--- src/rtl/parity_pkg.sv ---
// parity_pkg: shared state encoding, frame width and parity helper for the parity serial path
package parity_pkg;
  typedef enum logic [2:0] {IDLE, START, DATA, PARITY, STOP} rx_state_t;
  localparam int FRAME_DATA_BITS = 8;
  function automatic logic parity_of(input logic [7:0] d);
    return ^d;
  endfunction
endpackage

--- src/rtl/parity_serial_rx_if.sv ---
// parity_serial_rx_if: serial line in, received byte and status out
interface parity_serial_rx_if;
  logic       rx;
  logic [7:0] data;
  logic       valid;
  logic       parity_err;
  logic       frame_err;
  logic       busy;
  modport master (output rx, input data, valid, parity_err, frame_err, busy);
  modport slave  (input rx, output data, valid, parity_err, frame_err, busy);
endinterface

--- src/rtl/parity_serial_rx_sync_2ff.sv ---
// sync_2ff: two-flop synchronizer for a single asynchronous bit
module sync_2ff #(
  parameter logic RST_VAL = 1'b1
) (
  input  logic clk,
  input  logic rst_n,
  input  logic d,
  output logic q
);
  logic meta;
  // first flop may go metastable; second gives it a full cycle to settle
  always_ff @(posedge clk or negedge rst_n) begin
    if (!rst_n) begin
      meta <= RST_VAL;
      q    <= RST_VAL;
    end else begin
      meta <= d;
      q    <= meta;
    end
  end
endmodule

--- src/rtl/parity_serial_rx.sv ---
// parity_serial_rx: mid-bit sampling receiver for start/8 data/parity/stop frames with error flags
module parity_serial_rx
  import parity_pkg::*;
#(
  parameter int CLKS_PER_BIT = 16,
  parameter bit EVEN_PARITY  = 1'b1
) (
  input  logic              clk,
  input  logic              rst_n,
  parity_serial_rx_if.slave bus
);
  localparam int CW = $clog2(CLKS_PER_BIT);
  localparam logic [CW-1:0] HALF = CW'(CLKS_PER_BIT / 2 - 1);
  localparam logic [CW-1:0] FULL = CW'(CLKS_PER_BIT - 1);
  localparam logic [2:0] LAST_BIT = 3'(FRAME_DATA_BITS - 1);
  localparam logic [2:0] ST_IDLE   = IDLE;
  localparam logic [2:0] ST_START  = START;
  localparam logic [2:0] ST_DATA   = DATA;
  localparam logic [2:0] ST_PARITY = PARITY;
  localparam logic [2:0] ST_STOP   = STOP;
  logic          rx_s;
  logic [2:0]    state;
  logic [CW-1:0] clk_cnt;
  logic [2:0]    bit_idx;
  logic [7:0]    shift;
  logic          p;
  logic [7:0]    data_q;
  logic          valid_q;
  logic          parity_err_q;
  logic          frame_err_q;
  logic          bit_done;
  sync_2ff #(.RST_VAL(1'b1)) u_sync (
    .clk  (clk),
    .rst_n(rst_n),
    .d    (bus.rx),
    .q    (rx_s)
  );
  assign bit_done       = clk_cnt == FULL;
  assign bus.data       = data_q;
  assign bus.valid      = valid_q;
  assign bus.parity_err = parity_err_q;
  assign bus.frame_err  = frame_err_q;
  assign bus.busy       = state != ST_IDLE;
  // frame FSM: after the half-bit start check every later sample lands mid-bit
  always_ff @(posedge clk or negedge rst_n) begin
    if (!rst_n) begin
      state        <= ST_IDLE;
      clk_cnt      <= '0;
      bit_idx      <= '0;
      shift        <= '0;
      p            <= 1'b0;
      data_q       <= '0;
      valid_q      <= 1'b0;
      parity_err_q <= 1'b0;
      frame_err_q  <= 1'b0;
    end else begin
      valid_q <= 1'b0;
      case (state)
        ST_IDLE: if (!rx_s) begin
          state   <= ST_START;
          clk_cnt <= '0;
        end
        ST_START: if (clk_cnt == HALF) begin
          clk_cnt <= '0;
          bit_idx <= '0;
          state   <= rx_s ? ST_IDLE : ST_DATA;
        end else clk_cnt <= clk_cnt + 1'b1;
        ST_DATA: if (bit_done) begin
          shift[bit_idx] <= rx_s;
          clk_cnt        <= '0;
          bit_idx        <= bit_idx + 1'b1;
          if (bit_idx == LAST_BIT) state <= ST_PARITY;
        end else clk_cnt <= clk_cnt + 1'b1;
        ST_PARITY: if (bit_done) begin
          p       <= rx_s;
          clk_cnt <= '0;
          state   <= ST_STOP;
        end else clk_cnt <= clk_cnt + 1'b1;
        ST_STOP: if (bit_done) begin
          data_q       <= shift;
          parity_err_q <= (parity_of(shift) ^ p) != ~EVEN_PARITY;
          frame_err_q  <= ~rx_s;
          valid_q      <= 1'b1;
          clk_cnt      <= '0;
          state        <= ST_IDLE;
        end else clk_cnt <= clk_cnt + 1'b1;
        default: state <= ST_IDLE;
      endcase
    end
  end
endmodule
--- src/flat_wrapper.sv ---
// flat-port wrapper written by rule: the top's interface ports become plain ports
module parity_serial_rx_flat import parity_pkg::*;
#(
  parameter int CLKS_PER_BIT = 16,
  parameter bit EVEN_PARITY  = 1'b1
)
  (clk, rst_n, bus_rx, bus_data, bus_valid, bus_parity_err, bus_frame_err, bus_busy);
  parity_serial_rx_if bus_i ();
  input  logic clk;
  input  logic rst_n;
  input wire logic [$bits(bus_i.rx)-1:0] bus_rx;
  output wire logic [$bits(bus_i.data)-1:0] bus_data;
  output wire logic [$bits(bus_i.valid)-1:0] bus_valid;
  output wire logic [$bits(bus_i.parity_err)-1:0] bus_parity_err;
  output wire logic [$bits(bus_i.frame_err)-1:0] bus_frame_err;
  output wire logic [$bits(bus_i.busy)-1:0] bus_busy;
  assign bus_i.rx = bus_rx;
  assign bus_data = bus_i.data;
  assign bus_valid = bus_i.valid;
  assign bus_parity_err = bus_i.parity_err;
  assign bus_frame_err = bus_i.frame_err;
  assign bus_busy = bus_i.busy;
  parity_serial_rx #(.CLKS_PER_BIT(CLKS_PER_BIT), .EVEN_PARITY(EVEN_PARITY)) u_core (.clk(clk), .rst_n(rst_n), .bus(bus_i));
endmodule
--- config.mk ---
export PLATFORM = sky130hd
export DESIGN_NAME = parity_serial_rx_flat
export DESIGN_NICKNAME = d
export VERILOG_FILES = /design/src/rtl/parity_pkg.sv /design/src/rtl/parity_serial_rx_if.sv /design/src/rtl/parity_serial_rx_sync_2ff.sv /design/src/rtl/parity_serial_rx.sv /design/src/flat_wrapper.sv
export SDC_FILE = /design/constraint.sdc
export NUM_CORES = 1
export LEC_CHECK = 0
export BUFFER_PORTS_ARGS = -buffer_cell sky130_fd_sc_hd__buf_2
export CAP_MARGIN = 20
export CORE_MARGIN = 3
export CORE_UTILIZATION = 30
export DETAILED_ROUTE_END_ITERATION = 7
export PLACE_DENSITY = 0.54
export SLEW_MARGIN = 20
export SYNTH_ARGS = -nofsm -noshare
export SYNTH_HDL_FRONTEND = slang
export SYNTH_SLANG_ARGS = --single-unit
--- constraint.sdc ---
create_clock -name clk -period 1.8 [get_ports clk]
set_clock_uncertainty 0.05 [all_clocks]
set_input_delay 0.36 -clock clk [delete_from_list [all_inputs] [get_ports clk]]
set_output_delay 0.36 -clock clk [all_outputs]
set_load 0.01 [all_outputs]
Yosys cells after proc, flatten, opt, wreduce, memory -nomap -nowiden

Index checks and enable logic that the tools add are counted.
Widths: inputs -> output; s select.

Eq/ne operators: 13
Shifts and indexed selects: 0
Bitwise logic cells: 2
Mux-type cells: 20
Reduce and logical (&&, ||, !) cells: 13
$add $sub $neg: 2
Multipliers: 0
Magnitude comparators: 2
Divide/modulo/power cells: 0

Operator list:

| operator            | count |
|---|---|
| $mux 3              | 8 |
| $pmux 3 s5          | 1 |
| $mux 4              | 3 |
| $pmux 4 s3          | 1 |
| $ne 2x1->1 const B  | 5 |
| $bwmux 8            | 1 |
| $reduce_and 2->1    | 4 |
| $reduce_xor 8->1    | 1 |
| $eq 3x2->1 const B  | 2 |
| $eq 3x3->1 const B  | 2 |
| $pmux 3 s2          | 1 |
| $reduce_and 6->1    | 1 |
| $reduce_bool 3->1   | 2 |
| $add 4x1->4 const B | 1 |
| $eq 4x3->1 const B  | 1 |
| $eq 4x4->1 const B  | 1 |
| $lt 3x4->1 const B  | 1 |
| $add 3x1->3 const B | 1 |
| $demux 1 s3         | 1 |
| $eq 3x1->1 const B  | 1 |
| $ge 3x1->1 const B  | 1 |
| $logic_not 3->1     | 1 |
| $mux 1              | 3 |
| $reduce_and 3->1    | 1 |
| 7 further kinds     | 7 |

Memory bits (read-only): 0
Output and inout bits: 12
Latch bits: 0
Memories kept: 0
Register bits: 32
Memory bits (writable): 0

Depth between registers and ports, before layout

Gate-level depths: netlist (run 1).

Word-level depth: 5
Depth in mapped cells: 6
Mapped depth without buffers: 5

Hierarchy

From an unflattened synthesis (run 1), not the netlist that was laid out.

Cells, all modules: 127
Area total of the unflattened synthesis: 1575.3 µm²

By module, submodules not included:

| module           | cells an instance | times used | area an instance (µm²) |
|---|---|---|---|
| parity_serial_rx | 125               | 1          | 1522.7 |
| sync_2ff         | 2                 | 1          | 52.6 |

Worst setup path before layout (run 1)

OpenSTA, ideal clock, no wires.

Kind: reg2reg
Start: register u_core.clk_cnt[0]
End: register u_core.state[0]
Path slack: 90 ps
Arrival: 1532 ps
Period minus slack after synthesis: 1710 ps
Required time: 1622 ps
Setup time: 128 ps
Cell stages (with the launch flop): 6
Cells stage by stage: dfrtp_1 -> ha_1 -> and2_1 -> a221oi_1 -> a211oi_1 -> mux2_1

Cells in the longest elaborated chain, start to end: 3

Ends and longest elaborated chain:

| element                                  | line                                           | source |
|---|---|---|
| from (decl)                              | parity_serial_rx.sv:23                         | `logic [CW-1:0] clk_cnt;` |
| from (signal assigned)                   | parity_serial_rx.sv:67                         | `end else clk_cnt <= clk_cnt + 1'b1;` |
| from (signal assigned)                   | parity_serial_rx.sv:73                         | `end else clk_cnt <= clk_cnt + 1'b1;` |
| from (signal assigned)                   | parity_serial_rx.sv:78                         | `end else clk_cnt <= clk_cnt + 1'b1;` |
| $eq 4x4->1 or $eq 4x3->1 (tied branches) | parity_serial_rx.sv:38, parity_serial_rx.sv:63 |  |
| $ne 2x1->1 (no source line)              | n/a                                            |  |
| $reduce_and 6->1 (no source line) (*)    | n/a                                            |  |
| to (signal assigned)                     | parity_serial_rx.sv:66                         | `state <= rx_s ? ST_IDLE : ST_DATA;` |
| to (decl)                                | parity_serial_rx.sv:22                         | `logic [2:0] state;` |

Every way passes the cells marked *; elsewhere a longest branch is shown, timed or not.
A chain may end at the register's enable or synchronous reset.

Worst setup path in the final report (run 1)

Ends and elaborated chain as after synthesis.

==> impl_metrics.py, run 1 <==
metrics = {
    "status": {
        "status": "finished, violations left",
        "violations": "negative setup slack",
    },
    "cells_and_area": {
        "multi_input_area_sq_um": 757,
        "final_util": 0.385,
        "num-fill-cells": 494,
        "drive_above_1_share": 0.388,
        "nets": 165,
        "area_growth_syn_to_layout_pct": 19.1,
        "antenna_cells": 0,
        "ff_latch_area_sq_um": 803,
    },
    "floorplanning": {
        "initial_core_util": 0.324,
        "die_area_sq_um": 6210,
        "core.rowCount": 25,
        "die_w_um": 78.8,
        "core_sq_um": 4910,
        "io_pins": 15,
        "die_y_um": 78.8,
    },
    "sta": {
        "final_hold_viol_count": 0,
        "setup_viol": 1,
        "clock.fmax_ghz": 0.547,
        "fin_crit_ns": 1.83,
        "timing.final.crit_share": 1.02,
        "setup_ws_ns": -0.0287,
        "rsz0062_at_grt": "true",
        "worst_pin_slew_ns": 0.703,
        "slew_headroom": 0.531,
        "timing.final.max_slew_violations": 0,
    },
    "setup_path": {
        "worst_path_max_delay_cell": "dfrtp_1",
        "required_ns": 1.91,
        "crit_fanout": 4,
        "crit_chain": "ha_1 > and2_1 > a221oi_2 > a211oi_2 > mux2_1",
        "end_kind": "register",
        "cp.arrival_ns": 1.94,
        "cp-start-kind": "register",
        "critPathMaxStageDelay_ns": 0.40,
        "critPathBufInv": 0,
        "path_class": "register to register",
        "path_delay_family": "compound AO/OA/AOI/OAI gates",
    },
    "synth": {
        "synth-async-reset-ratio": 1.00,
        "yosys-top-cells-area": "dfrtp_1 (47%), mux2_2 (9.2%), mux2_4 (4.7%)",
        "synth_top_family_by_area": "multiplexers",
        "ys_warn_count": 0,
        "postSynthCellCount": 134,
        "synth-simple-area-share": 0.143,
        "synth.avg_cell_area_sq_um": 11.9,
        "synth_flop_cell": "dfrtp_1",
        "synth_xor_area_frac": 0.0528,
        "syn_area_sq_um": 1590,
        "synthMuxAreaShare": 0.166,
        "synth_top_area_frac": 0.472,
        "synth_fp_nets": 140,
        "yosysTopAreaCell": "dfrtp_1",
        "yosysUniqueCellTypes": 38,
        "synth-compound-area-share": 0.0709,
        "synth-adder-area-share": 0.0236,
        "synth_edf_count": 0,
        "synth-seq-cells": 32,
        "yosysSeqAreaShare": 0.506,
    },
    "drt": {
        "vias_per_cell": 4.62,
        "post-route-drc-count": 0,
        "num_vias": 1049,
        "wl_met3_um": 110,
        "drt_iter0_drc": 54,
        "antenna_left": 0,
        "avgRoutedWirePerCell_um": 13.1,
        "top_layer": "met4",
        "met2RoutedLength_mm": 1.39,
        "wl_met1_mm": 1.39,
        "first_pass_iters": 4,
        "route.final.wire_length_mm": 2.98,
    },
    "grt": {
        "grt_start_max_net_pins": 33,
        "grt_pass1_vias": 1152,
        "grt_first_pass_wirelength_mm": 5.39,
        "grt_usage": 0.113,
        "grt_overflow_total": 0,
        "antenna_found_initial": 0,
    },
    "power": {
        "combPwrFrac": 0.211,
        "p_leak_nw": 0.946,
        "switching_share": 0.314,
        "p_per_area_nw_per_um2": 938,
        "p_switching_w": 0.000558,
        "total_power_w": 0.00178,
        "peakVddDrop_mv": 0.288,
        "power.internal_w": 0.00122,
        "p_seq_frac": 0.481,
        "clkPwrFrac": 0.308,
    },
    "clock_tree": {
        "ctsHoldBuffers": 0,
        "cts_setup_buffers": 0,
        "clkTransAtPathRegs_ns": 0.07,
        "clk_path_buf_depth": 2,
        "cts_sinks": 32,
        "clockRootBuffer": "clkbuf_8",
        "cts_buffers": 5,
        "tritoncts": "yes",
        "ctsResizeCount": 2,
        "ctsHtreeMaxLevel": 2,
        "clk_latency_ns": 0.29,
    },
    "placed_design": {
        "dp_hpwl_mm": 2.11,
        "portBuffers": 14,
        "place.gp.congestion": 0.804,
    },
    "worst_hold_path": {
        "hp-class": "input pin to asynchronous set/reset pin",
    },
    "flow_run": {
        "max_cap_viol_count": 0,
    },
}
per-stage QoR:
step	worst slack, ns	TNS (ns)	area, sq um	std cells	hold WS, ns
after floorplan	0.0903	0	1590	134	0.0144
after global placement	0.0693	0	1770	219	0.297
after detailed placement	-0.0271	-0.0271	1770	219	0.302
after CTS	-0.00702	-0.0105	1870	227	0.0997
after global routing	-0.0742	-0.188	1890	227	0.102
final	-0.0287	-0.0287	1890	227	0.0655
synth_stat cells, types with 2 or more instances:
| master | number |
|---|---|
| mux2_4 | 5 |
| inv_1 | 8 |
| and3_1 | 3 |
| dfrtp_1 | 30 |
| nand3_1 | 5 |
| mux2i_1 | 2 |
| nand2b_1 | 3 |
| dfstp_2 | 2 |
| nor2_1 | 8 |
| nand2_1 | 7 |
| a211oi_1 | 2 |
| mux2_1 | 2 |
| a21oi_1 | 3 |
| and2_1 | 2 |
| buf_4 | 2 |
| xnor2_1 | 5 |
| o21ai_0 | 6 |
| mux2_2 | 13 |
| ha_1 | 3 |
| nor3_1 | 4 |
| xor2_1 | 2 |
placed cells by master (no fill, tap or decap), drive strengths merged, types with 2 or more instances in the layout:
cell,count
dfrtp,30
inv,8
buf,22
mux2,20
nand3,5
and3,3
o21ai,7
nand2,7
and2,2
clkinv,3
nand2b,4
nor3,4
xor2,2
mux2i,2
a211oi,2
ha,3
xnor2,5
nor3b,2
dfstp,2
nor2,8
clkbuf,5
a21oi,4
worst paths after layout:
| check | start | end | slack [ns] | depth (start not counted) |
|---|---|---|---|---|
| worst max-delay path | u_core.clk_cnt[0] | u_core.state[0] | -0.03 | 5 |
| max in group asynchronous | rst_n | u_core.bus.data[0] | 1.18 | 1 |
| worst min-delay path | rst_n | u_core.clk_cnt[3] | 0.07 | 1 |
| worst min register to register | u_core.u_sync.meta | u_core.u_sync.q | 0.31 | 0 |
| min in group clk | bus_rx | u_core.u_sync.meta | 0.12 | 1 |
| worst max register to register | u_core.clk_cnt[0] | u_core.state[0] | -0.03 | 5 |
registers in the layout (all words and copies together) (netlist names), 3 cells and up:
| name | flops |
|---|---|
| u_core.shift | 8 |
| u_core.state | 3 |
| u_core.bus.data | 8 |
| u_core.bit_idx | 3 |
| u_core.clk_cnt | 4 |
logic make-up after synthesis:
| kind of cell | after synthesis |
|---|---|
| xor+xnor | 8 |
| buf+inv | 12 |
| simple gates | 39 |
| flops | 32 |
| mux | 22 |
| compound gates | 18 |
| fa+ha+maj | 3 |
power groups by stage:
stage / clock network (W) / registers (W) / logic, W
floorplan: 0 / 0.000840 / 0.000227
finish: 0.000547 / 0.000854 / 0.000375
global route: 0.000599 / 0.000862 / 0.000417
detailed placement: 0 / 0.000857 / 0.000329
global placement: 0 / 0.000851 / 0.000318
CTS: 0.000570 / 0.000845 / 0.000347
routing by layer:
layer	vias up	GRT usage
met4	0	0.0664
met2	19	0.177
met5	-	0
met3	7	0.0340
met1	508	0.136
li1	515	-
cell type report:
type	count	area share
clock buffers	5	0.0364
multi-input cells	90	0.400
inverters	8	0.0159
well taps	67	0.0443
repair buffers	22	0.0688
flip-flops and latches	32	0.425
clock inverters	3	0.00992
(Power assumes the default switching activity.)
==> inputs of run 2 (changes only) <==
--- a/config.mk
+++ b/config.mk
@@ -6,11 +6,13 @@
 export NUM_CORES = 1
 export LEC_CHECK = 0
 export BUFFER_PORTS_ARGS = -buffer_cell sky130_fd_sc_hd__buf_2
-export CAP_MARGIN = 20
+export CAP_MARGIN = 10
+export CELL_PAD_IN_SITES_DETAIL_PLACEMENT = 1
+export CELL_PAD_IN_SITES_GLOBAL_PLACEMENT = 1
 export CORE_MARGIN = 3
 export CORE_UTILIZATION = 30
 export DETAILED_ROUTE_END_ITERATION = 7
-export PLACE_DENSITY = 0.54
+export PLACE_DENSITY = 0.62
 export SLEW_MARGIN = 20
 export SYNTH_ARGS = -nofsm -noshare
 export SYNTH_HDL_FRONTEND = slang
==> run 2 against run 1 <==
Register-to-register slack gained 0.09 ns; critical endpoint is now u_core.bit_idx[0]; clock power grew 26%; highest routed layer unchanged; the flow now finishes without violations; routed wire length grew 11%; cell area grew 2.0%; non-clock buffer count is the same; cell count is the same; largest power group unchanged; critical path depth is the same; first-iteration DRC count shrank 50%.
==> impl_metrics.py, run 2 (synthesis results as in run 1) <==
metrics = {
    "status": {
        "status": "completed",
    },
    "setup_path": {
        "path_class": "register to register",
        "cp.arrival_ns": 1.86,
        "required_ns": 1.92,
        "r2r_cells": 5,
        "r2r_end": "u_core.bit_idx[0]",
        "end_kind": "register",
        "reg2reg_from": "u_core.state[0]",
        "crit_fanout": 5,
        "r2r_slack_ns": 0.06,
        "cp-start-kind": "register",
    },
    "cells_and_area": {
        "design_area_sq_um": 1930,
        "nets": 165,
        "drive_above_1_share": 0.406,
        "final_common_cell": "dfrtp_1",
        "area_growth_syn_to_layout_pct": 21.4,
        "final_cell_mix": "dfrtp_1 (29), buf_2 (14), mux2_2 (13), inv_1 (8), buf_4 (8)",
        "antenna_cells": 0,
    },
    "grt": {
        "grt_overflow_total": 0,
        "antenna_found_initial": 0,
        "grt_usage": 0.120,
        "grt_start_max_net_pins": 33,
        "grt_first_pass_wirelength_mm": 5.69,
        "grt_pass1_vias": 1157,
    },
    "sta": {
        "final_hold_viol_count": 0,
        "fin_crit_ns": 1.74,
        "timing.final.max_slew_violations": 0,
        "slew_headroom": 0.510,
        "worst_pin_slew_ns": 0.736,
        "setup_viol": 0,
        "rsz0062_at_grt": "true",
        "clock.fmax_ghz": 0.574,
        "timing.final.crit_share": 0.968,
    },
    "placed_design": {
        "place.gp.congestion": 0.866,
        "portBuffers": 14,
        "dp_hpwl_mm": 2.40,
        "place_area_sq_um": 1770,
    },
    "clock_tree": {
        "ctsHtreeMaxLevel": 2,
        "clk_path_buf_depth": 2,
        "tritoncts": "yes",
        "cts_sinks": 32,
        "clkTransAtPathRegs_ns": 0.07,
        "cts_buffers": 5,
        "ctsHoldBuffers": 0,
        "cts_setup_buffers": 0,
        "clk_latency_ns": 0.29,
        "clockRootBuffer": "clkbuf_8",
    },
    "worst_hold_path": {
        "hp-class": "input pin to asynchronous set/reset pin",
    },
    "drt": {
        "drt_iter0_drc": 27,
        "avgRoutedWirePerCell_um": 14.6,
        "first_pass_iters": 2,
        "post-route-drc-count": 0,
        "route.final.wire_length_mm": 3.31,
        "num_vias": 1049,
        "antenna_left": 0,
        "vias_per_cell": 4.62,
    },
    "floorplanning": {
        "core.rowCount": 25,
        "initial_core_util": 0.324,
        "core_sq_um": 4910,
        "io_pins": 15,
        "die_area_sq_um": 6210,
        "die_w_um": 78.8,
        "die_y_um": 78.8,
    },
    "power": {
        "peakVddDrop_mv": 0.779,
        "p_leak_nw": 0.944,
        "total_power_w": 0.00195,
        "p_per_area_nw_per_um2": 1010,
    },
    "flow_run": {
        "max_cap_viol_count": 0,
    },
}
## run 2: final cells by class
type                       instances  area, sq um
clock inverter                     3         42.5
sequential                        32          805
multi-input combinational         90          769
tap                               67         83.8
clock buffer                       5         68.8
inverter                           8         30.0
fill                             548         2980
timing repair buffer              22          130
## run 2: worst max path at each step
stage | from | endpoint | slack [ns] | cells after the start
after global routing | u_core.state[0] | u_core.bit_idx[2] | -0.01 | 6
after detailed placement | u_core.clk_cnt[0] | u_core.state[0] | -0.06 | 5
after global placement | u_core.state[1] | u_core.bit_idx[0] | 0.05 | 4
final | u_core.state[0] | u_core.bit_idx[0] | 0.06 | 5
after floorplan | u_core.clk_cnt[0] | u_core.state[0] | 0.09 | 5
after CTS | u_core.state[1] | u_core.bit_idx[0] | 0.005 | 4
## run 2: timing repair
item	4_1_cts	5_1_grt
setup endpoints to repair	2	9
pin swaps	0	1
gates resized for setup	5	7
hold endpoints to repair	0	0
## run 2: metrics by stage
stage	worst slack [ns]	hold slack [ns]	util	setup TNS (ns)	cells
2_1_floorplan	0.0903	0.0144	-	0	134
3_3_place_gp	0.0470	0.297	0.361	0	219
3_5_place_dp	-0.0586	0.299	0.361	-0.0586	219
4_1_cts	0.00513	0.103	0.387	0	227
5_1_grt	-0.0118	0.105	0.393	-0.0128	227
6_report	0.0570	0.0749	0.393	0	227
## run 2: per-layer routing
layer  vias up  global-route usage  routed length (um)  share of wire
li1        517                   -                   -              -
met1       513               0.145                1550           0.47
met2        13               0.204                1600           0.48
met3         6              0.0340                 114          0.034
met4         0              0.0420                  49          0.015
met5         -                   0                   0              0
## run 2: power breakdown
group	switching (W)	leakage [nW]	internal, W
clock network	0.000282	0.0541	0.000409
logic	0.000215	0.457	0.000195
registers	0.0000755	0.433	0.000776
total	0.000572	0.944	0.00138
## run 2: critical path: stages, from the launching register on
cell,delay (ns)
dfrtp_1,0.46
buf_4,0.18
nand2b_1,0.09
mux2_2,0.31
nor3b_4,0.21
mux2_1,0.34
==> inputs of run 3 (changes only) <==
--- a/config.mk
+++ b/config.mk
@@ -11,8 +11,9 @@
 export CELL_PAD_IN_SITES_GLOBAL_PLACEMENT = 1
 export CORE_MARGIN = 3
 export CORE_UTILIZATION = 30
+export CTS_BUF_LIST = sky130_fd_sc_hd__clkbuf_16
 export DETAILED_ROUTE_END_ITERATION = 7
-export PLACE_DENSITY = 0.62
+export PLACE_DENSITY = 0.68
 export SLEW_MARGIN = 20
 export SYNTH_ARGS = -nofsm -noshare
 export SYNTH_HDL_FRONTEND = slang
==> constraint.sdc (replaced) <==
create_clock -name clk -period 1.4 [get_ports clk]
set_clock_uncertainty 0.05 [all_clocks]
set_input_delay 0.28 -clock clk [delete_from_list [all_inputs] [get_ports clk]]
set_output_delay 0.28 -clock clk [all_outputs]
set_load 0.01 [all_outputs]
==> run 3 against run 2 <==
The flow now finishes with violations (negative setup slack); global-route usage increased by 7.2 points; flip-flop and latch count stayed put; utilization grew 14 points; maximum frequency grew 3.0%; sequential power grew 30%; combinational power rose to 2.8 times the previous value; clock power increased by 52%; sequential share of layout area decreased by 11 points; critical endpoint is now u_core.state[0]; via count up 26%; count of clock-buffer cells in the layout unchanged.
==> impl_metrics.py, run 3 (synthesis results as in run 1) <==
metrics = {
    "status": {
        "status": "finished, violations left",
        "violations": "negative setup slack",
    },
    "placed_design": {
        "portBuffers": 14,
        "dp_hpwl_mm": 3.00,
        "dp_cells": 244,
        "place.gp.congestion": 0.788,
        "place_area_sq_um": 2000,
    },
    "clock_tree": {
        "tritoncts": "yes",
        "clkTransAtPathRegs_ns": 0.05,
        "clk_path_buf_depth": 2,
        "ctsHtreeMaxLevel": 2,
        "clk_latency_ns": 0.29,
        "cts_buffers": 5,
        "clockRootBuffer": "clkbuf_16",
        "cts_sinks": 32,
    },
    "drt": {
        "drt_iter0_drc": 63,
        "post-route-drc-count": 0,
        "vias_per_cell": 4.88,
        "num_vias": 1318,
        "avgRoutedWirePerCell_um": 19.7,
        "first_pass_iters": 4,
        "route.final.wire_length_mm": 5.32,
        "antenna_left": 0,
    },
    "setup_path": {
        "path_delay_family": "flip-flops",
        "cp-start-kind": "register",
        "crit_fanout": 5,
        "crit_chain": "nand2b_4 > buf_6 > a221oi_4 > a211oi_4 > mux2_1",
        "end_kind": "register",
        "path_class": "register to register",
        "r2r_slack_ns": -0.29,
        "critPathMaxStageDelay_ns": 0.46,
        "required_ns": 1.51,
        "cp.arrival_ns": 1.81,
        "critPathBufInv": 1,
        "worst_path_max_delay_cell": "dfrtp_2",
    },
    "cells_and_area": {
        "area_growth_syn_to_layout_pct": 64.1,
        "antenna_cells": 0,
        "fin_cells": 270,
        "final_util": 0.531,
        "drive_above_1_share": 0.670,
        "final_cell_mix": "buf_4 (38), dfrtp_1 (26), buf_2 (13), buf_6 (12), mux2_4 (11)",
        "nets": 208,
        "num-fill-cells": 506,
        "final_common_cell": "buf_4",
        "design_area_sq_um": 2610,
    },
    "sta": {
        "fin_crit_ns": 1.69,
        "slew_headroom": 0.739,
        "clock.fmax_ghz": 0.591,
        "setup_viol": 28,
        "worst_pin_slew_ns": 0.392,
        "timing.final.max_slew_violations": 0,
        "timing.final.crit_share": 1.21,
        "rsz0062_at_grt": "true",
        "final_hold_viol_count": 0,
        "hold_ws_ns": 0.0452,
        "setup_ws_ns": -0.293,
    },
    "floorplanning": {
        "die_area_sq_um": 6210,
        "core.rowCount": 25,
        "core_sq_um": 4910,
        "die_w_um": 78.8,
        "die_y_um": 78.8,
        "initial_core_util": 0.324,
        "io_pins": 15,
    },
    "grt": {
        "grt_start_max_net_pins": 16,
        "grt_pass1_vias": 1529,
        "grt_first_pass_wirelength_mm": 8.74,
        "grt_usage": 0.192,
        "antenna_found_initial": 0,
        "grt_overflow_total": 0,
    },
    "worst_hold_path": {
        "hp-class": "input pin to register",
    },
    "power": {
        "peakVddDrop_mv": 0.873,
        "p_per_area_nw_per_um2": 1270,
        "p_leak_nw": 1.22,
    },
    "flow_run": {
        "max_cap_viol_count": 0,
    },
}
[run 3: worst paths after layout]
| check | from | to | cells after the start |
|---|---|---|---|
| worst max-delay path | u_core.state[0] | u_core.state[0] | 5 |
| worst min-delay path | bus_rx | u_core.u_sync.meta | 1 |
| worst max register to register | u_core.state[0] | u_core.state[0] | 5 |
| worst min register to register | u_core.u_sync.meta | u_core.u_sync.q | 0 |
| max in group asynchronous | rst_n | u_core.u_sync.q | 3 |
| min in group asynchronous | rst_n | u_core.state[2] | 2 |
[run 3: repair_timing]
item / CTS / global route
endpoints found under the hold margin: 13 / 0
hold buffers: 1 / 0
cloned: 1 / 0
endpoints found under the setup margin: 30 / 30
setup buffers: 14 / 3
pin swaps: 21 / 6
gates resized for setup: 55 / 22
[run 3: final cells by class]
class	instances	area, sq um	area share
Sequential cell	32	808	0.310
Clock buffer	5	125	0.0480
Inverter	8	30.0	0.0115
Timing Repair Buffer	64	495	0.190
Multi-Input combinational cell	91	1050	0.403
Clock inverter	3	15.0	0.00576
Tap cell	67	83.8	0.0321
[run 3: metrics by stage]
| step | setup WS, ns | power (W) | setup TNS (ns) |
|---|---|---|---|
| 2_1_floorplan | -0.257 | 0.00144 | -2.81 |
| 3_3_place_gp | -0.306 | 0.00176 | -4.33 |
| 3_5_place_dp | -0.475 | 0.00182 | -6.32 |
| 4_1_cts | -0.256 | 0.00319 | -4.67 |
| 5_1_grt | -0.330 | 0.00348 | -6.82 |
| 6_report | -0.293 | 0.00332 | -5.50 |
[run 3: routing by layer]
metal | vias up | routed length, um | global-route usage | share of wire
li1 | 606 | - | - | -
met1 | 679 | 2250 | 0.230 | 0.42
met2 | 18 | 2780 | 0.325 | 0.52
met3 | 15 | 149 | 0.0465 | 0.028
met4 | 0 | 148 | 0.0874 | 0.028
met5 | - | 0 | 0 | 0
[run 3: where the power goes]
| part | internal [W] | total [W] | switching (W) |
|---|---|---|---|
| registers | 0.00100 | 0.00111 | 0.000101 |
| clock network | 0.000645 | 0.00105 | 0.000407 |
| logic | 0.000637 | 0.00116 | 0.000522 |
